`config.mk`:
```
export PLATFORM = sky130hd
export DESIGN_NAME = alu_8b
export DESIGN_NICKNAME = d
export VERILOG_FILES = /design/src/rtl/alu8b_pkg.sv /design/src/rtl/alu8b_core.sv /design/src/rtl/alu_8b.sv
export SDC_FILE = /design/constraint.sdc
export NUM_CORES = 1
export LEC_CHECK = 0
export ABC_AREA = 1
export CAP_MARGIN = 20
export CORE_ASPECT_RATIO = 1.2
export CORE_MARGIN = 2
export CORE_UTILIZATION = 50
export CTS_CLUSTER_SIZE = 14
export DETAILED_ROUTE_END_ITERATION = 12
export HOLD_SLACK_MARGIN = 0.08
export PLACE_DENSITY = 0.68
export SYNTH_ARGS = -nofsm -noshare
export SYNTH_HDL_FRONTEND = slang
export SYNTH_SLANG_ARGS = --single-unit
```
`constraint.sdc`:
```
create_clock -name clk -period 0.8 [get_ports clk]
set_clock_uncertainty 0.05 [all_clocks]
set_input_delay 0.16 -clock clk [delete_from_list [all_inputs] [get_ports clk]]
set_output_delay 0.16 -clock clk [all_outputs]
set_load 0.05 [all_outputs]
```
`src/rtl/alu8b_pkg.sv`:
```
// Shared opcode map for the 8-bit ALU: class nibbles and full opcode constants.
// The RTL core and the testbench both import this package.
package alu8b_pkg;

    localparam logic [3:0] CLASS_ARITH = 4'h6;
    localparam logic [3:0] CLASS_LOGIC = 4'h7;
    localparam logic [3:0] CLASS_SHIFT = 4'h8;
    localparam logic [3:0] CLASS_CMP   = 4'h9;

    localparam logic [7:0] OP_PASSA = 8'h60;
    localparam logic [7:0] OP_PASSB = 8'h61;
    localparam logic [7:0] OP_INC   = 8'h62;
    localparam logic [7:0] OP_ADD   = 8'h63;
    localparam logic [7:0] OP_SUB   = 8'h64;
    localparam logic [7:0] OP_RSUB  = 8'h65;
    localparam logic [7:0] OP_DEC   = 8'h66;
    localparam logic [7:0] OP_NEG   = 8'h67;

    localparam logic [7:0] OP_AND   = 8'h78;
    localparam logic [7:0] OP_OR    = 8'h79;
    localparam logic [7:0] OP_XOR   = 8'h7A;
    localparam logic [7:0] OP_NAND  = 8'h7B;
    localparam logic [7:0] OP_NOR   = 8'h7C;
    localparam logic [7:0] OP_XNOR  = 8'h7D;
    localparam logic [7:0] OP_NOTA  = 8'h7E;
    localparam logic [7:0] OP_NOTB  = 8'h7F;

    localparam logic [7:0] OP_SHL   = 8'h88;
    localparam logic [7:0] OP_SHR   = 8'h89;
    localparam logic [7:0] OP_ROL   = 8'h8A;
    localparam logic [7:0] OP_ROR   = 8'h8B;
    localparam logic [7:0] OP_ASR   = 8'h8C;
    localparam logic [7:0] OP_SHL1  = 8'h8D;
    localparam logic [7:0] OP_SHR1  = 8'h8E;
    localparam logic [7:0] OP_SWAP  = 8'h8F;

    localparam logic [7:0] OP_EQ    = 8'h90;
    localparam logic [7:0] OP_LTU   = 8'h91;
    localparam logic [7:0] OP_LTS   = 8'h92;
    localparam logic [7:0] OP_MINU  = 8'h93;
    localparam logic [7:0] OP_MAXU  = 8'h94;

endpackage

```
`src/rtl/alu8b_core.sv`:
```
// Purely combinational ALU datapath: decodes the full opcode and produces the result.
// Unlisted opcodes fall through to 0x00.
module alu8b_core
    import alu8b_pkg::*;
(
    input  logic [7:0] opcode,
    input  logic [7:0] a,
    input  logic [7:0] b,
    output logic [7:0] result
);

    logic [2:0] amt;
    logic [3:0] backAmt;
    logic [7:0] rotL;
    logic [7:0] rotR;

    // A right/left shift by 8 yields zero, so amount 0 rotates to A unchanged.
    assign amt     = b[2:0];
    assign backAmt = 4'd8 - {1'b0, amt};
    assign rotL    = (a << amt) | (a >> backAmt);
    assign rotR    = (a >> amt) | (a << backAmt);

    always_comb begin
        result = 8'h00;
        case (opcode)
            OP_PASSA: result = a;
            OP_PASSB: result = b;
            OP_INC:   result = a + 8'd1;
            OP_ADD:   result = a + b;
            OP_SUB:   result = a - b;
            OP_RSUB:  result = b - a;
            OP_DEC:   result = a - 8'd1;
            OP_NEG:   result = 8'd0 - a;
            OP_AND:   result = a & b;
            OP_OR:    result = a | b;
            OP_XOR:   result = a ^ b;
            OP_NAND:  result = ~(a & b);
            OP_NOR:   result = ~(a | b);
            OP_XNOR:  result = ~(a ^ b);
            OP_NOTA:  result = ~a;
            OP_NOTB:  result = ~b;
            OP_SHL:   result = a << amt;
            OP_SHR:   result = a >> amt;
            OP_ROL:   result = rotL;
            OP_ROR:   result = rotR;
            OP_ASR:   result = $unsigned($signed(a) >>> amt);
            OP_SHL1:  result = {a[6:0], 1'b0};
            OP_SHR1:  result = {1'b0, a[7:1]};
            OP_SWAP:  result = {a[3:0], a[7:4]};
            OP_EQ:    result = {7'd0, a == b};
            OP_LTU:   result = {7'd0, a < b};
            OP_LTS:   result = {7'd0, $signed(a) < $signed(b)};
            OP_MINU:  result = (a < b) ? a : b;
            OP_MAXU:  result = (a > b) ? a : b;
            default:  result = 8'h00;
        endcase
    end

endmodule

```
`src/rtl/alu_8b.sv`:
```
// Registered 8-bit ALU: combinational core result captured into z every clock.
// z clears asynchronously whenever rst_n is low.
module alu_8b
    import alu8b_pkg::*;
(
    input  logic       clk,
    input  logic       rst_n,
    input  logic [7:0] opcode,
    input  logic [7:0] a,
    input  logic [7:0] b,
    output logic [7:0] z
);

    logic [7:0] z_d;
    logic [7:0] z_q;

    alu8b_core u_core (
        .opcode (opcode),
        .a      (a),
        .b      (b),
        .result (z_d)
    );

    always_ff @(posedge clk or negedge rst_n) begin
        if (!rst_n) begin
            z_q <= 8'h00;
        end else begin
            z_q <= z_d;
        end
    end

    assign z = z_q;

endmodule

```
==> results of run 1 <==
## what timing repair did
action	in CTS
pin swaps	60
hold buffers	0
gates resized for setup	217
setup buffers	30
endpoints found under the setup margin	16
endpoints found under the hold margin	0
gates cloned	0
## metrics by stage
stage	util	setup WS, ns	std cells	setup TNS, ns
CTS	0.862	-1.41	1203	-11.88
detailed placement	0.786	-2.26	1171	-16.78
global placement	0.786	-2.13	1171	-16.12
floorplan	-	-1.38	835	-10.34
## layer usage
layer / GRT overflow / global-route usage
met1: 0 / 0.630
met2: 1 / 0.817
met3: 0 / 0.374
met4: 0 / 0.551
met5: 0 / 0.0121
## cell families after synthesis
group | count (synthesis)
adder cells (fa/ha/maj) | 44
AO/OA/AOI/OAI | 123
flip-flops | 8
buffers and inverters | 108
AND/OR/NAND/NOR | 549
XOR/XNOR | 3
==> summary.md, run 1 <==
| Metric | Value |
|---|---|
| I/O pins | `34` |
| Clk sinks | `8` |
| Synth cell count leaders | `nand2_1, nor2_1, nand3_1` |
| Fraction of registers with async set/reset | `1.00` |
| Post-synthesis cell type count | `36` |
| GRT Util Overall | `0.606` |
| Post-synth EDFFs | `0` |
| TritonCTS Buffers | `3` |
| Clk root buf | `clkbuf_8` |
| Largest net degree at the start of global routing | `20` |
| Number of global-route vias before repair | `8108` |
| Gr ovfl total | `1` |
| First-pass GRT wire length | `42.4 mm` |
| Die width | `87.9 microns` |
| Clock buffer depth | `2` |
| H-tree levels | `1` |
| Largest family of logic cells by synthesized area | `simple AND/OR/NAND/NOR gates` |
| DP HPWL | `17.9 mm` |
| XOR/XNOR Fraction of Synth Area | `0.00622` |
| Sequential share of the synthesized area | `0.0474` |
| Largest cells by area after synthesis | `nand2_1, ha_1, nand3_1` |
| Compound-gate portion of the synthesized area | `0.163` |
| Initial Utilization | `0.518` |
| Die height | `105 microns` |
| Gpl congestion | `1.24` |
| Synth Area in Adders | `0.136` |
| Simple-Gate Fraction of Synth Area | `0.547` |
| Synth warn | `0` |
| Site Rows | `36` |
| Failed at | `5_1_grt` |
| Top FF cell, synth | `dfrtp_1` |
| Status | `stopped before the end` |
| Post-synthesis mux area share | `0` |
| PortBufs | `33` |
| Syn nets | `905` |
| Post-Syn Instances | `835` |
| Run Error | `[ERROR GRT-0116] Global routing finished with congestion. Check the congestion regions in the DRC Viewer.` |
| Synth area leader | `nand2_1` |
| Syn Area/Cell | `5.06 sq um` |
| Count leader, synth | `nand2_1` |
| Mapped cell area | `0.00423 sq mm` |
| #FFs+latches synth | `8` |
| Synth top area share | `0.253` |
| Post-DP Area | `0.00641 sq mm` |
==> run 2, diff against run 1 <==
CORE_ASPECT_RATIO = default   (was 1.2)
CORE_UTILIZATION = 35   (was 50)
CTS_CLUSTER_SIZE = default   (was 14)
HOLD_SLACK_MARGIN = default   (was 0.08)
PLACE_DENSITY = default   (was 0.68)
PLACE_DENSITY_LB_ADDON = 0.15   (was default)
==> run 2 against run 1 <==
  * The flow now finishes, with violations (negative setup slack)
  * Synthesized cell count is the same
  * Area after synthesis is the same
==> summary.md, run 2 <==
| Metric | Value |
|---|---|
| Status | `finished, violations left` |
| Failing checks | `negative setup slack` |
| DP HPWL | `19.4 mm (+8.1%)` |
| Diode count | `0` |
| Post-Place Setup Slack | `-2.20 ns (+0.0584 ns)` |
| Max reg flops | `8` |
| Final Slew Violations | `0` |
| Number of global-route vias before repair | `6734` |
| Final wirelength | `24.7 mm` |
| Syn Area/Cell | `5.06 sq um (unchanged)` |
| CP Capture Type | `flop` |
| Worst vdd ir | `0.000511 V` |
| DR WL/cell | `19.5 microns` |
| Via count | `7041` |
| RSZ-0062 raised after global routing | `yes` |
| Slowest cell on crit path | `ha_4` |
| Gpl congestion | `1.12 (-9.8%)` |
| Synth area leader | `nand2_1` |
| Fraction of registers with async set/reset | `1.00 (unchanged)` |
| WHS | `0.195 ns` |
| Initial Utilization | `0.355 (-0.164)` |
| Commonest non-fill, non-tap cell in the layout | `nand2_1` |
| PortBufs | `33 (unchanged)` |
| Critical Path AT | `2.39 ns` |
| Nets | `1194` |
| #FFs+latches synth | `8 (unchanged)` |
| Clock buffer depth | `2 (unchanged)` |
| CP dominant cell by count | `nor2_4` |
| TritonCTS Buffers | `3 (unchanged)` |
| CTS clk-pin slew, worst paths | `0.04 ns` |
| First-pass GRT wire length | `37.7 mm` |
| CTS tree | `built` |
| Slew HR | `0.586` |
| Mapped cell area | `0.00423 sq mm (unchanged)` |
| Maximum clock rate | `0.428 GHz` |
| CP max FO | `4` |
| Most frequent cells in the layout | `nand2_1, buf_4, nor2_1` |
| Post-synth EDFFs | `0 (unchanged)` |
| Antenna violations before repair | `0` |
| Top FF cell, synth | `dfrtp_1` |
| Synth top area share | `0.253 (unchanged)` |
| Gr ovfl total | `0` |
| Die height | `114 microns (+8.8%)` |
| Final worst-path cycle share | `2.92` |
| Die width | `114 microns (+30%)` |
| Setup CP Type | `input port to flop` |
| Slowest stage delay, CP | `0.26 ns` |
| Count leader, synth | `nand2_1` |
| Fin. Hold Viols | `0` |
| Leak | `3.96 nW` |
| DRC viols | `0` |
| Core Region | `0.0119 sq mm` |
| Worst path cell trace | `buf_2 -> inv_2 -> nor2_4 -> nand2_2 -> nor2_4 -> buf_4 -> buf_6 -> nor2_4 -> ha_4 -> buf_4 -> nand3_2 -> nand2_2 -> a21oi_2 -> o21bai_1 -> nand2_1 -> nand2_1 -> nor2_2 -> nor2_2 -> nand3_1` |
| Max-cap viol count | `0` |
| GRT Util Overall | `0.379` |
| DR iter-0 viols | `756` |
| Req. time, crit path | `0.85 ns` |
| Layout cells sized above 1 | `0.406` |
| Layout area overhead | `81.2%` |
| Setup ws final | `-1.54 ns` |
| I/O pins | `34 (unchanged)` |
| Post-synthesis cell type count | `36 (unchanged)` |
| Count of hold-fix buffers inserted at cts | `0 (unchanged)` |
| Syn nets | `905 (unchanged)` |
| Largest net degree at the start of global routing | `27` |
| Antenna viol nets, final | `0` |
| Crit start category | `input port` |
| Sequential share of the synthesized area | `0.0474 (unchanged)` |
| Synth cell count leaders | `nand2_1, nor2_1, nand3_1` |
| Post-Syn Instances | `835 (unchanged)` |
| Clk sinks | `8 (unchanged)` |
| Drt first pass iters | `5` |
| Synth warn | `0 (unchanged)` |
| Hold crit path type | `input port to asynchronous set/reset pin` |
| Site Rows | `40 (+11%)` |
| PwrDens | `674 mW/mm^2` |
| Final setup fails | `16` |
| DIE AREA | `0.0130 sq mm` |
| Worst slew pin tran | `0.619 ns` |
| Largest cells by area after synthesis | `nand2_1, ha_1, nand3_1` |
| Vias per Instance | `5.55` |
| H-tree levels | `1 (unchanged)` |
| Final min period | `2.34 ns` |
| Clk root buf | `clkbuf_16` |
run 2: cell families after synthesis:
group	after synthesis	share of synthesized area
adder cells (fa/ha/maj)	44	0.136
buffers and inverters	108	0.100
AO/OA/AOI/OAI	123	0.163
XOR/XNOR	3	0.00622
AND/OR/NAND/NOR	549	0.547
flip-flops	8	0.0474
run 2: through the flow:
| stage | util | std cells | total power, W | setup TNS [ns] | cell area [sq um] |
|---|---|---|---|---|---|
| 2_1_floorplan | - | 835 | 0.00196 | -10.34 | 4470 |
| 3_3_place_gp | 0.558 | 1229 | 0.00359 | -16.77 | 6650 |
| 3_5_place_dp | 0.558 | 1229 | 0.00359 | -16.85 | 6650 |
| 4_1_cts | 0.626 | 1260 | 0.00489 | -11.98 | 7450 |
| 5_1_grt | 0.643 | 1269 | 0.00545 | -13.59 | 7660 |
| 6_report | 0.643 | 1269 | 0.00516 | -12.64 | 7660 |
run 2: layer usage:
| metal | global-route usage | wire length (microns) | up-vias | share of wire |
|---|---|---|---|---|
| met5 | 0 | 0 | - | 0 |
| met4 | 0.224 | 1900 | 0 | 0.077 |
| met3 | 0.0446 | 2320 | 119 | 0.094 |
| met2 | 0.598 | 10800 | 431 | 0.44 |
| met1 | 0.499 | 9730 | 3155 | 0.39 |
| li1 | - | - | 3336 | - |
run 2: worst paths after layout:
kind | start | end | slack (ns) | cells past startpoint
min in group clk | b[4] | z[4] | 0.35 | 4
max in group asynchronous | rst_n | z[4] | 0.40 | 2
min | rst_n | z[3] | 0.19 | 2
max | opcode[2] | z[6] | -1.54 | 19
run 2: report_power, final:
part / switching, W / internal [W] / total [W]
combinational: 0.00208 / 0.00175 / 0.00383
sequential: 0.0000186 / 0.000426 / 0.000444
clock: 0.000235 / 0.000648 / 0.000883
total: 0.00234 / 0.00282 / 0.00516
run 2: layout make-up:
cell class	instances	area, sq um
Fill cell	1150	4260
Multi-Input combinational cell	719	4280
Tap cell	147	184
Clock buffer	3	75.1
Sequential cell	8	200
Timing Repair Buffer	301	2520
Inverter	91	402
run 2: what timing repair did:
| action | CTS | global route |
|---|---|---|
| endpoints found under the setup margin | 16 | 16 |
| resized for setup | 226 | 52 |
| endpoints found under the hold margin | 0 | 0 |
| pin swaps | 76 | 41 |
| setup buffers | 28 | 10 |
run 2: worst max-delay path, delay by kind of cell:
family	cells	cell delay, ns
fa+ha+maj	1	0.26
simple gates	11	1.20
buf+inv	5	0.53
compound gates	2	0.25
Note: power is estimated with default switching activity, not from simulation.
==> run 3, diff against run 2 <==
CORE_MARGIN = 1.5   (was 2)
CORE_UTILIZATION = 61   (was 35)
GPL_TIMING_DRIVEN = 0   (was default)
==> run 3 against run 2 <==
  * The flow now stops in 5_1_grt
  * Area after synthesis stayed put
  * Synthesized cell count did not move
==> summary.md, run 3 <==
| Metric | Value |
|---|---|
| XOR/XNOR Fraction of Synth Area | `0.00622 (unchanged)` |
| Synth top area share | `0.253 (unchanged)` |
| Worst_ep grt | `z[5]$_DFF_PN0_/D` |
| Run Error | `[ERROR GRT-0232] Routing congestion too high. Check the congestion heatmap in the GUI.` |
| DP HPWL | `14.1 mm (-27%)` |
| Post-Place Setup Slack | `-2.66 ns (-0.462 ns)` |
| Post-synth EDFFs | `0 (unchanged)` |
| Fraction of registers with async set/reset | `1.00 (unchanged)` |
| Failed at | `5_1_grt` |
| #FFs+latches synth | `8 (unchanged)` |
| GRT Util Overall | `0.923` |
| PortBufs | `33 (unchanged)` |
| Syn nets | `905 (unchanged)` |
| Largest net degree at the start of global routing | `12` |
| Top FF cell, synth | `dfrtp_1` |
| Count of hold-fix buffers inserted at cts | `0 (unchanged)` |
| Synth warn | `0 (unchanged)` |
| Sequential share of the synthesized area | `0.0474 (unchanged)` |
| Post-synthesis mux area share | `0 (unchanged)` |
| Site Rows | `30 (-25%)` |
| Synth Area in Adders | `0.136 (unchanged)` |
| I/O pins | `34 (unchanged)` |
| Clock buffer depth | `2 (unchanged)` |
| Gpl congestion | `1.16 (+3.5%)` |
| Gr ovfl total | `280` |
| Clk root buf | `clkbuf_8` |
| H-tree levels | `1 (unchanged)` |
| Synth cell count leaders | `nand2_1, nor2_1, nand3_1` |
| Die height | `86.2 microns (-24%)` |
| DP Cell Count | `948 (-23%)` |
| Post-DP Area | `0.00490 sq mm (-26%)` |
| Die width | `86.2 microns (-24%)` |
| Post-Syn Instances | `835 (unchanged)` |
| Post-synthesis cell type count | `36 (unchanged)` |
| Type of pin the worst path ends at | `register input` |
| TritonCTS Buffers | `3 (unchanged)` |
| Largest family of logic cells by synthesized area | `simple AND/OR/NAND/NOR gates` |
| Mapped cell area | `0.00423 sq mm (unchanged)` |
| Count leader, synth | `nand2_1` |
| Initial Utilization | `0.625 (+0.271)` |
| Synth area leader | `nand2_1` |
| Largest cells by area after synthesis | `nand2_1, ha_1, nand3_1` |
| Clk sinks | `8 (unchanged)` |
| Status | `stopped before the end` |
| Syn Area/Cell | `5.06 sq um (unchanged)` |
| Compound-gate portion of the synthesized area | `0.163 (unchanged)` |
| Simple-Gate Fraction of Synth Area | `0.547 (unchanged)` |
run 3: cells by family after synthesis:
kind of cell | Yosys count
AOI/OAI and AO/OA | 123
buffers and inverters | 108
adders and majority gates | 44
and+or+nand+nor | 549
DFF | 8
xor gates and xnor gates | 3
run 3: routing by layer:
layer,overflow,GRT usage
met1,3,0.876
met2,201,1.12
met3,7,0.753
met4,68,1.02
met5,1,0.385
run 3: repair_timing:
item | 4_1_cts
setup buffers | 69
pin swaps | 66
endpoints found under the setup margin | 16
resized for setup | 303
cloned | 2
run 3: per-stage QoR:
stage	util	hold slack [ns]
3_3_place_gp	0.725	0.385
3_5_place_dp	0.725	0.394
4_1_cts	0.879	0.161
2_1_floorplan	-	-0.186
